File: src/rtl/regfile_2r1w_if.sv
// Operand-fetch register file bus: one byte-masked write port and two read ports.
// The master drives requests; the slave (the register file) returns read data and error flags.
interface regfile_2r1w_if #(
    parameter int WIDTH  = 16,
    parameter int DEPTH  = 8,
    parameter int ADDR_W = $clog2(DEPTH)
);
    logic                 WrEn;
    logic [ADDR_W-1:0]    WrAddr;
    logic [WIDTH-1:0]     WrData;
    logic [WIDTH/8-1:0]   WrBe;
    logic                 WrErr;

    logic                 RdEn0;
    logic [ADDR_W-1:0]    RdAddr0;
    logic [WIDTH-1:0]     RdData0;
    logic                 RdValid0;
    logic                 RdErr0;

    logic                 RdEn1;
    logic [ADDR_W-1:0]    RdAddr1;
    logic [WIDTH-1:0]     RdData1;
    logic                 RdValid1;
    logic                 RdErr1;

    modport master (
        output WrEn, WrAddr, WrData, WrBe,
        output RdEn0, RdAddr0, RdEn1, RdAddr1,
        input  WrErr, RdData0, RdValid0, RdErr0, RdData1, RdValid1, RdErr1
    );

    modport slave (
        input  WrEn, WrAddr, WrData, WrBe,
        input  RdEn0, RdAddr0, RdEn1, RdAddr1,
        output WrErr, RdData0, RdValid0, RdErr0, RdData1, RdValid1, RdErr1
    );
endinterface

File: src/rtl/regfile_2r1w.sv
// 2-read/1-write register file, byte write enables, write-first same-cycle bypass.
// Latency: 1 cycle on both read ports; no backpressure, a request is accepted every cycle.
// REGFILE_ZERO_REG_EN: entry 0 hardwired to zero with no storage.
module regfile_2r1w #(
    parameter int WIDTH  = 16,
    parameter int DEPTH  = 8,
    parameter int ADDR_W = $clog2(DEPTH)
) (
    input  logic          CLK,
    input  logic          RST,
    regfile_2r1w_if.slave bus
);
`ifdef REGFILE_ZERO_REG_EN
    localparam bit ZERO_REG = 1'b1;
`else
    localparam bit ZERO_REG = 1'b0;
`endif
    localparam int              NBYTES  = WIDTH / 8;
    localparam logic [ADDR_W:0] DEPTH_L = (ADDR_W + 1)'(DEPTH);

    logic [DEPTH*WIDTH-1:0] mem_flat;
    logic                   wr_in_range;
    logic                   wr_ok;

    function automatic logic in_range(input logic [ADDR_W-1:0] a);
        return {1'b0, a} < DEPTH_L;
    endfunction

    function automatic logic [WIDTH-1:0] merge(input logic [WIDTH-1:0]  old_w,
                                               input logic [WIDTH-1:0]  new_w,
                                               input logic [NBYTES-1:0] be);
        logic [WIDTH-1:0] r;
        r = old_w;
        for (int i = 0; i < NBYTES; i++)
            if (be[i]) r[8*i +: 8] = new_w[8*i +: 8];
        return r;
    endfunction

    // Out-of-range addresses match no entry and no write, so they read as zero.
    function automatic logic [WIDTH-1:0] lookup(input logic [ADDR_W-1:0]    a,
                                                input logic [DEPTH*WIDTH-1:0] m,
                                                input logic                  wok,
                                                input logic [ADDR_W-1:0]     wa,
                                                input logic [WIDTH-1:0]      wd,
                                                input logic [NBYTES-1:0]     be);
        logic [WIDTH-1:0] r;
        r = '0;
        for (int e = 0; e < DEPTH; e++)
            if (a == ADDR_W'(e)) r = m[e*WIDTH +: WIDTH];
        if (wok && wa == a) r = merge(r, wd, be);
        return r;
    endfunction

    assign wr_in_range = in_range(bus.WrAddr);
    assign wr_ok       = bus.WrEn && wr_in_range && !(ZERO_REG && bus.WrAddr == '0);

    for (genvar e = 0; e < DEPTH; e++) begin : g_ent
        if (ZERO_REG && e == 0) begin : g_zero
            assign mem_flat[e*WIDTH +: WIDTH] = '0;
        end else begin : g_reg
            logic [WIDTH-1:0] q;
            always_ff @(posedge CLK) begin
                if (RST)
                    q <= '0;
                else if (wr_ok && bus.WrAddr == ADDR_W'(e))
                    q <= merge(q, bus.WrData, bus.WrBe);
            end
            assign mem_flat[e*WIDTH +: WIDTH] = q;
        end
    end

    always_ff @(posedge CLK) begin
        if (RST) begin
            bus.RdData0  <= '0;
            bus.RdValid0 <= 1'b0;
            bus.RdErr0   <= 1'b0;
            bus.RdData1  <= '0;
            bus.RdValid1 <= 1'b0;
            bus.RdErr1   <= 1'b0;
            bus.WrErr    <= 1'b0;
        end else begin
            bus.WrErr    <= bus.WrEn && !wr_in_range;
            bus.RdValid0 <= bus.RdEn0;
            bus.RdErr0   <= bus.RdEn0 && !in_range(bus.RdAddr0);
            bus.RdValid1 <= bus.RdEn1;
            bus.RdErr1   <= bus.RdEn1 && !in_range(bus.RdAddr1);
            if (bus.RdEn0)
                bus.RdData0 <= lookup(bus.RdAddr0, mem_flat, wr_ok, bus.WrAddr, bus.WrData, bus.WrBe);
            if (bus.RdEn1)
                bus.RdData1 <= lookup(bus.RdAddr1, mem_flat, wr_ok, bus.WrAddr, bus.WrData, bus.WrBe);
        end
    end
endmodule

File: src/flat_wrapper.sv
// flat-port wrapper written by rule: the top's interface ports become plain ports
module regfile_2r1w_flat 
#(
    parameter int WIDTH  = 16,
    parameter int DEPTH  = 8,
    parameter int ADDR_W = $clog2(DEPTH)
)
  (CLK, RST, bus_WrEn, bus_WrAddr, bus_WrData, bus_WrBe, bus_RdEn0, bus_RdAddr0, bus_RdEn1, bus_RdAddr1, bus_WrErr, bus_RdData0, bus_RdValid0, bus_RdErr0, bus_RdData1, bus_RdValid1, bus_RdErr1);
  regfile_2r1w_if #(.WIDTH(WIDTH), .DEPTH(DEPTH), .ADDR_W(ADDR_W)) bus_i ();
  input  logic CLK;
  input  logic RST;
  input wire logic [$bits(bus_i.WrEn)-1:0] bus_WrEn;
  input wire logic [$bits(bus_i.WrAddr)-1:0] bus_WrAddr;
  input wire logic [$bits(bus_i.WrData)-1:0] bus_WrData;
  input wire logic [$bits(bus_i.WrBe)-1:0] bus_WrBe;
  input wire logic [$bits(bus_i.RdEn0)-1:0] bus_RdEn0;
  input wire logic [$bits(bus_i.RdAddr0)-1:0] bus_RdAddr0;
  input wire logic [$bits(bus_i.RdEn1)-1:0] bus_RdEn1;
  input wire logic [$bits(bus_i.RdAddr1)-1:0] bus_RdAddr1;
  output wire logic [$bits(bus_i.WrErr)-1:0] bus_WrErr;
  output wire logic [$bits(bus_i.RdData0)-1:0] bus_RdData0;
  output wire logic [$bits(bus_i.RdValid0)-1:0] bus_RdValid0;
  output wire logic [$bits(bus_i.RdErr0)-1:0] bus_RdErr0;
  output wire logic [$bits(bus_i.RdData1)-1:0] bus_RdData1;
  output wire logic [$bits(bus_i.RdValid1)-1:0] bus_RdValid1;
  output wire logic [$bits(bus_i.RdErr1)-1:0] bus_RdErr1;
  assign bus_i.WrEn = bus_WrEn;
  assign bus_i.WrAddr = bus_WrAddr;
  assign bus_i.WrData = bus_WrData;
  assign bus_i.WrBe = bus_WrBe;
  assign bus_i.RdEn0 = bus_RdEn0;
  assign bus_i.RdAddr0 = bus_RdAddr0;
  assign bus_i.RdEn1 = bus_RdEn1;
  assign bus_i.RdAddr1 = bus_RdAddr1;
  assign bus_WrErr = bus_i.WrErr;
  assign bus_RdData0 = bus_i.RdData0;
  assign bus_RdValid0 = bus_i.RdValid0;
  assign bus_RdErr0 = bus_i.RdErr0;
  assign bus_RdData1 = bus_i.RdData1;
  assign bus_RdValid1 = bus_i.RdValid1;
  assign bus_RdErr1 = bus_i.RdErr1;
  regfile_2r1w #(.WIDTH(WIDTH), .DEPTH(DEPTH), .ADDR_W(ADDR_W)) u_core (.CLK(CLK), .RST(RST), .bus(bus_i));
endmodule
File: config.mk
export PLATFORM = sky130hd
export DESIGN_NAME = regfile_2r1w_flat
export DESIGN_NICKNAME = d
export VERILOG_FILES = /design/src/rtl/regfile_2r1w_if.sv /design/src/rtl/regfile_2r1w.sv /design/src/flat_wrapper.sv
export SDC_FILE = /design/constraint.sdc
export NUM_CORES = 1
export LEC_CHECK = 0
export ABC_AREA = 1
export CELL_PAD_IN_SITES_DETAIL_PLACEMENT = 1
export CELL_PAD_IN_SITES_GLOBAL_PLACEMENT = 1
export CORE_MARGIN = 10
export CORE_UTILIZATION = 49
export CTS_CLUSTER_DIAMETER = 60
export CTS_CLUSTER_SIZE = 12
export DETAILED_ROUTE_END_ITERATION = 10
export DONT_BUFFER_PORTS = 1
export PLACE_DENSITY_LB_ADDON = 0.1
export SETUP_SLACK_MARGIN = 0.3
export SYNTH_ARGS = -nofsm -noshare
export SYNTH_HDL_FRONTEND = slang
export SYNTH_SLANG_ARGS = --single-unit
File: constraint.sdc
create_clock -name CLK -period 2.1 [get_ports CLK]
set_input_delay 0.105 -clock CLK [delete_from_list [all_inputs] [get_ports CLK]]
set_output_delay 0.105 -clock CLK [all_outputs]
set_load 0.05 [all_outputs]
==> flow_results.org <==
** Run status
- The flow ran to the end, and the final reports show no timing, DRC or antenna violations.

** Finish
- Summed area of non-filler cells in the final layout :: about 9400 um2
- Flip-flop and latch area :: 3240 um2
- Core Util, Final :: roughly 56%
- Fill cells in the final layout number ~2,300.
- Layout net count :: 1,315
- Compared with the post-synthesis result, the final layout area differs by 11.5%.
- Fraction of layout instances using a drive strength above 1 :: ~6.8%
- In the final layout, the multi-input gates occupy ~4300 um2.

** Synthesis
- Number of unique standard cell types used by synthesis :: 30
- The largest total area in the synthesized netlist belongs to sky130_fd_sc_hd__dfxtp_1.
- By instance count, the leading cell after synthesis is sky130_fd_sc_hd__nand2_1.
- Number of standard cells after synthesis :: roughly 1,300
- Leading post-synthesis cells by instance count :: sky130_fd_sc_hd__nand2_1 (305), sky130_fd_sc_hd__a21oi_1 (170), sky130_fd_sc_hd__dfxtp_1 (162)
- Share of the yosys chip area belonging to registers :: between 30% and 40%
- In this run the cell area of the synthesized design comes to 8440 um2.
- The synthesized design contains approximately 160 register bits.
- Yosys warning count :: 0
- For this run, the leading register cell type out of synthesis is sky130_fd_sc_hd__dfxtp_1.
- Mean instance size in the synthesized netlist :: 6.47 um2
- In this run the biggest area consumer among cell types represents between 30% and 40% of the synthesized area.
- Cells taking the most area after synthesis :: sky130_fd_sc_hd__dfxtp_1 (38%), sky130_fd_sc_hd__nand2_1 (14%), sky130_fd_sc_hd__a21oi_1 (10%)
- Yosys mapped a number of flops with a built-in enable equal to 0.
- Counting flops with an async set or reset pin after synthesis yields a share of 0%.

** Pwr
- Power spread over the standard cell area amounts to approximately 800 nW/um2.
- Maximum ir drop on the vdd rail :: between 0.5 and 0.6 mV
- In this run the static leakage power is 3.45 nW.

** Detailed routing
- Dividing the detail-routed wire length by the instance count gives 22.4 um.
- Routed signal wires occupy layers up through met4.
- The routed layout has 9,332 vias.
- Using the TritonRoute via totals, the vias-per-cell ratio works out to 6.15.
- Wire segments on met3 add up to around 2.1 mm in the final route.
- The final layout contains routed wiring with a total length of around 34 mm.
- M1 WL :: 13.6 mm
- Number of remaining DRC errors :: 0
- Number of DRC markers after the initial detailed-route iteration :: ~780
- First drt pass iteration count :: 5
- Met2 WL :: 16.9 mm
- Post-route antenna net violation count :: 0

** STA
- Achievable clock frequency :: a little over 600 MHz
- The final hold violation count was 0.
- Total negative slack for setup checks :: 0 ns
- Period utilization :: 78.0%
- Setup violations remaining at the end of the flow were counted as 0.
- In this run the tightest slew margin relative to its limit is between 20 and 30%.
- Slew Limit Fails :: 0
- Unrepaired setup endpoints after global routing :: false
- At the pin with the least slew margin, the transition time is 1.07 ns.
- Maximum clock skew at final layout :: about 0.011 ns
- The clock period could shrink to 1.64 ns.

** Run
- Max-cap violations :: 0

** Clocking
- Post-CTS repair changed the size of 0 cells.
- TritonCTS built the clock tree.
- The later pin in the worst-skew pair is clocked with a latency of 0.45 ns.
- The clock drives between 150 and 200 sinks.
- Total number of H-tree levels :: 4
- Clock Tree Buf Depth :: 2
- Post-CTS timing repair inserted 0 buffers for setup.
- In this run the clock root is driven by a sky130_fd_sc_hd__clkbuf_16.
- Clock transition time at the flip-flop clock pins of the worst setup and hold paths :: ~0.070 ns
- Counting the buffers created by CTS gives 17.
- The number of hold buffers added after CTS was 31.

** Worst setup path
- Setup Crit Path Kind :: primary input to flop
- Critical path launch point type :: primary input
- Crit path capture type :: flop
- On the critical path, the stage with the largest delay is an instance of sky130_fd_sc_hd__dlygate4sd3_1.
- In this run the worst path has a maximum fanout of 23.
- Required time worst endpoint :: 2.48 ns
- Data arrives at the worst endpoint at roughly 2.0 ns.
- Critical-path cell list :: dlygate4sd3_1, inv_1, nor2_1, nand2_1, a21oi_1
- Largest incremental delay on the critical path :: around 1.1 ns

** Worst hold path
- The tightest min-delay check is of the primary input to flop type.

** Die
- Initial cell density of the core :: approximately half
- In this run the horizontal extent of the chip is about 150 um.
- Top Ports :: around 70
- The die is between 150 and 200 um tall.
- FP Rows :: 47
- In this run the standard cell core region covers approximately 17,000 um2.
- The die covers 22,900 um2.

** GRT
- The first global-routing pass estimated ~53 mm of wire.
- The number of antenna violations at the first check in global routing came to 1.
- After global routing the overflow that remains totals 0.
- Global-route usage over all layers :: 29.7%
- Pin count of the biggest net entering global routing :: 86
- The number of global-route vias before repair came to 9,305.

** Placement
- The congestion estimate from routability-driven global placement came to 0.895.
- Port buffering added 0 buffers.
- Placed Instance Area :: about 8400 um2
- Sum of net half-perimeters after detailed placement :: about 22 mm
layout by cell type, fill, tap and decap left out, types with 3 or more instances in the layout:
cell / n
sky130_fd_sc_hd__a21oi_1: 170
sky130_fd_sc_hd__buf_4: 20
sky130_fd_sc_hd__dlygate4sd3_1: 28
sky130_fd_sc_hd__nor3_2: 7
sky130_fd_sc_hd__a211oi_1: 9
sky130_fd_sc_hd__inv_2: 13
sky130_fd_sc_hd__nand3_1: 97
sky130_fd_sc_hd__nor3_4: 3
sky130_fd_sc_hd__nand2_1: 305
sky130_fd_sc_hd__o21ai_0: 100
sky130_fd_sc_hd__clkbuf_16: 17
sky130_fd_sc_hd__nand4_1: 66
sky130_fd_sc_hd__o21ai_1: 24
sky130_fd_sc_hd__nor2_2: 6
sky130_fd_sc_hd__bufinv_16: 3
sky130_fd_sc_hd__inv_1: 101
sky130_fd_sc_hd__nor2_1: 134
sky130_fd_sc_hd__dfxtp_1: 162
sky130_fd_sc_hd__conb_1: 3
critical path, delay by kind of cell:
kind                   cells  cell delay, ns
AO/OA/AOI/OAI              1            0.12
AND/OR/NAND/NOR            2            0.30
buffers and inverters      2            1.50
path summary, 6_finish.rpt:
path	slack (ns)	endpoint	startpoint	depth (start not counted)
setup / recovery	0.46	u_core.bus.RdData0[8]	bus_RdEn0	5
hold / removal	0.0007	u_core.bus.RdData0[14]	bus_WrData[14]	4
setup reg to reg	0.85	u_core.bus.RdData0[11]	u_core.g_ent[1].g_reg.q[11]	8
hold reg to reg	0.47	u_core.g_ent[4].g_reg.q[7]	u_core.g_ent[4].g_reg.q[7]	2
logic make-up (layout without fill, tap and decap cells):
kind of cell	Yosys count	in the layout	synth area share, %
AOI/OAI and AO/OA	304	304	18.3
xor gates and xnor gates	2	2	0.208
DFF	162	162	38.4
other	1	5	0.0444
buffers and inverters	211	200	10.4
and+or+nand+nor	625	625	32.6
power breakdown:
group,internal (W),switching (W)
Sequential,0.00315,0.000191
Clock,0.00195,0.00139
Combinational,0.000201,0.000507
Total,0.00530,0.00209
metrics by stage:
stage / instances / hold slack [ns] / power, W / setup WS, ns
finish: 1518 / 0.000735 / 0.00739 / 0.463
CTS: 1516 / 0.0000294 / 0.00736 / 0.497
global placement: 1453 / 0.184 / 0.00391 / 0.394
global route: 1518 / 0.0249 / 0.00758 / 0.355
detailed placement: 1453 / 0.187 / 0.00393 / 0.289
floorplan: 1307 / 0.291 / 0.00388 / 0.816
final cells by class:
type,count,area share [%]
Antenna cell,2,0.0532
Clock inverter,11,1.62
Timing Repair Buffer,51,5.29
Inverter,117,4.72
Sequential cell,162,34.5
Clock buffer,21,4.89
Tap cell,220,2.93
Multi-Input combinational cell,934,46.0
sequential cells by signal, indices dropped and copies added, names as in the netlist:
register	cells
u_core.bus.RdValid0	1
u_core.bus.RdData0	16
u_core.bus.RdData1	16
u_core.bus.RdValid1	1
u_core.g_ent.g_reg.q	128
per-layer routing:
layer	vias up	track usage [%]
li1	4278	-
met1	4584	34.5
met2	361	51.0
met3	109	5.43
met4	0	15.0
met5	-	0
Note: power is estimated with default switching activity, not from simulation.
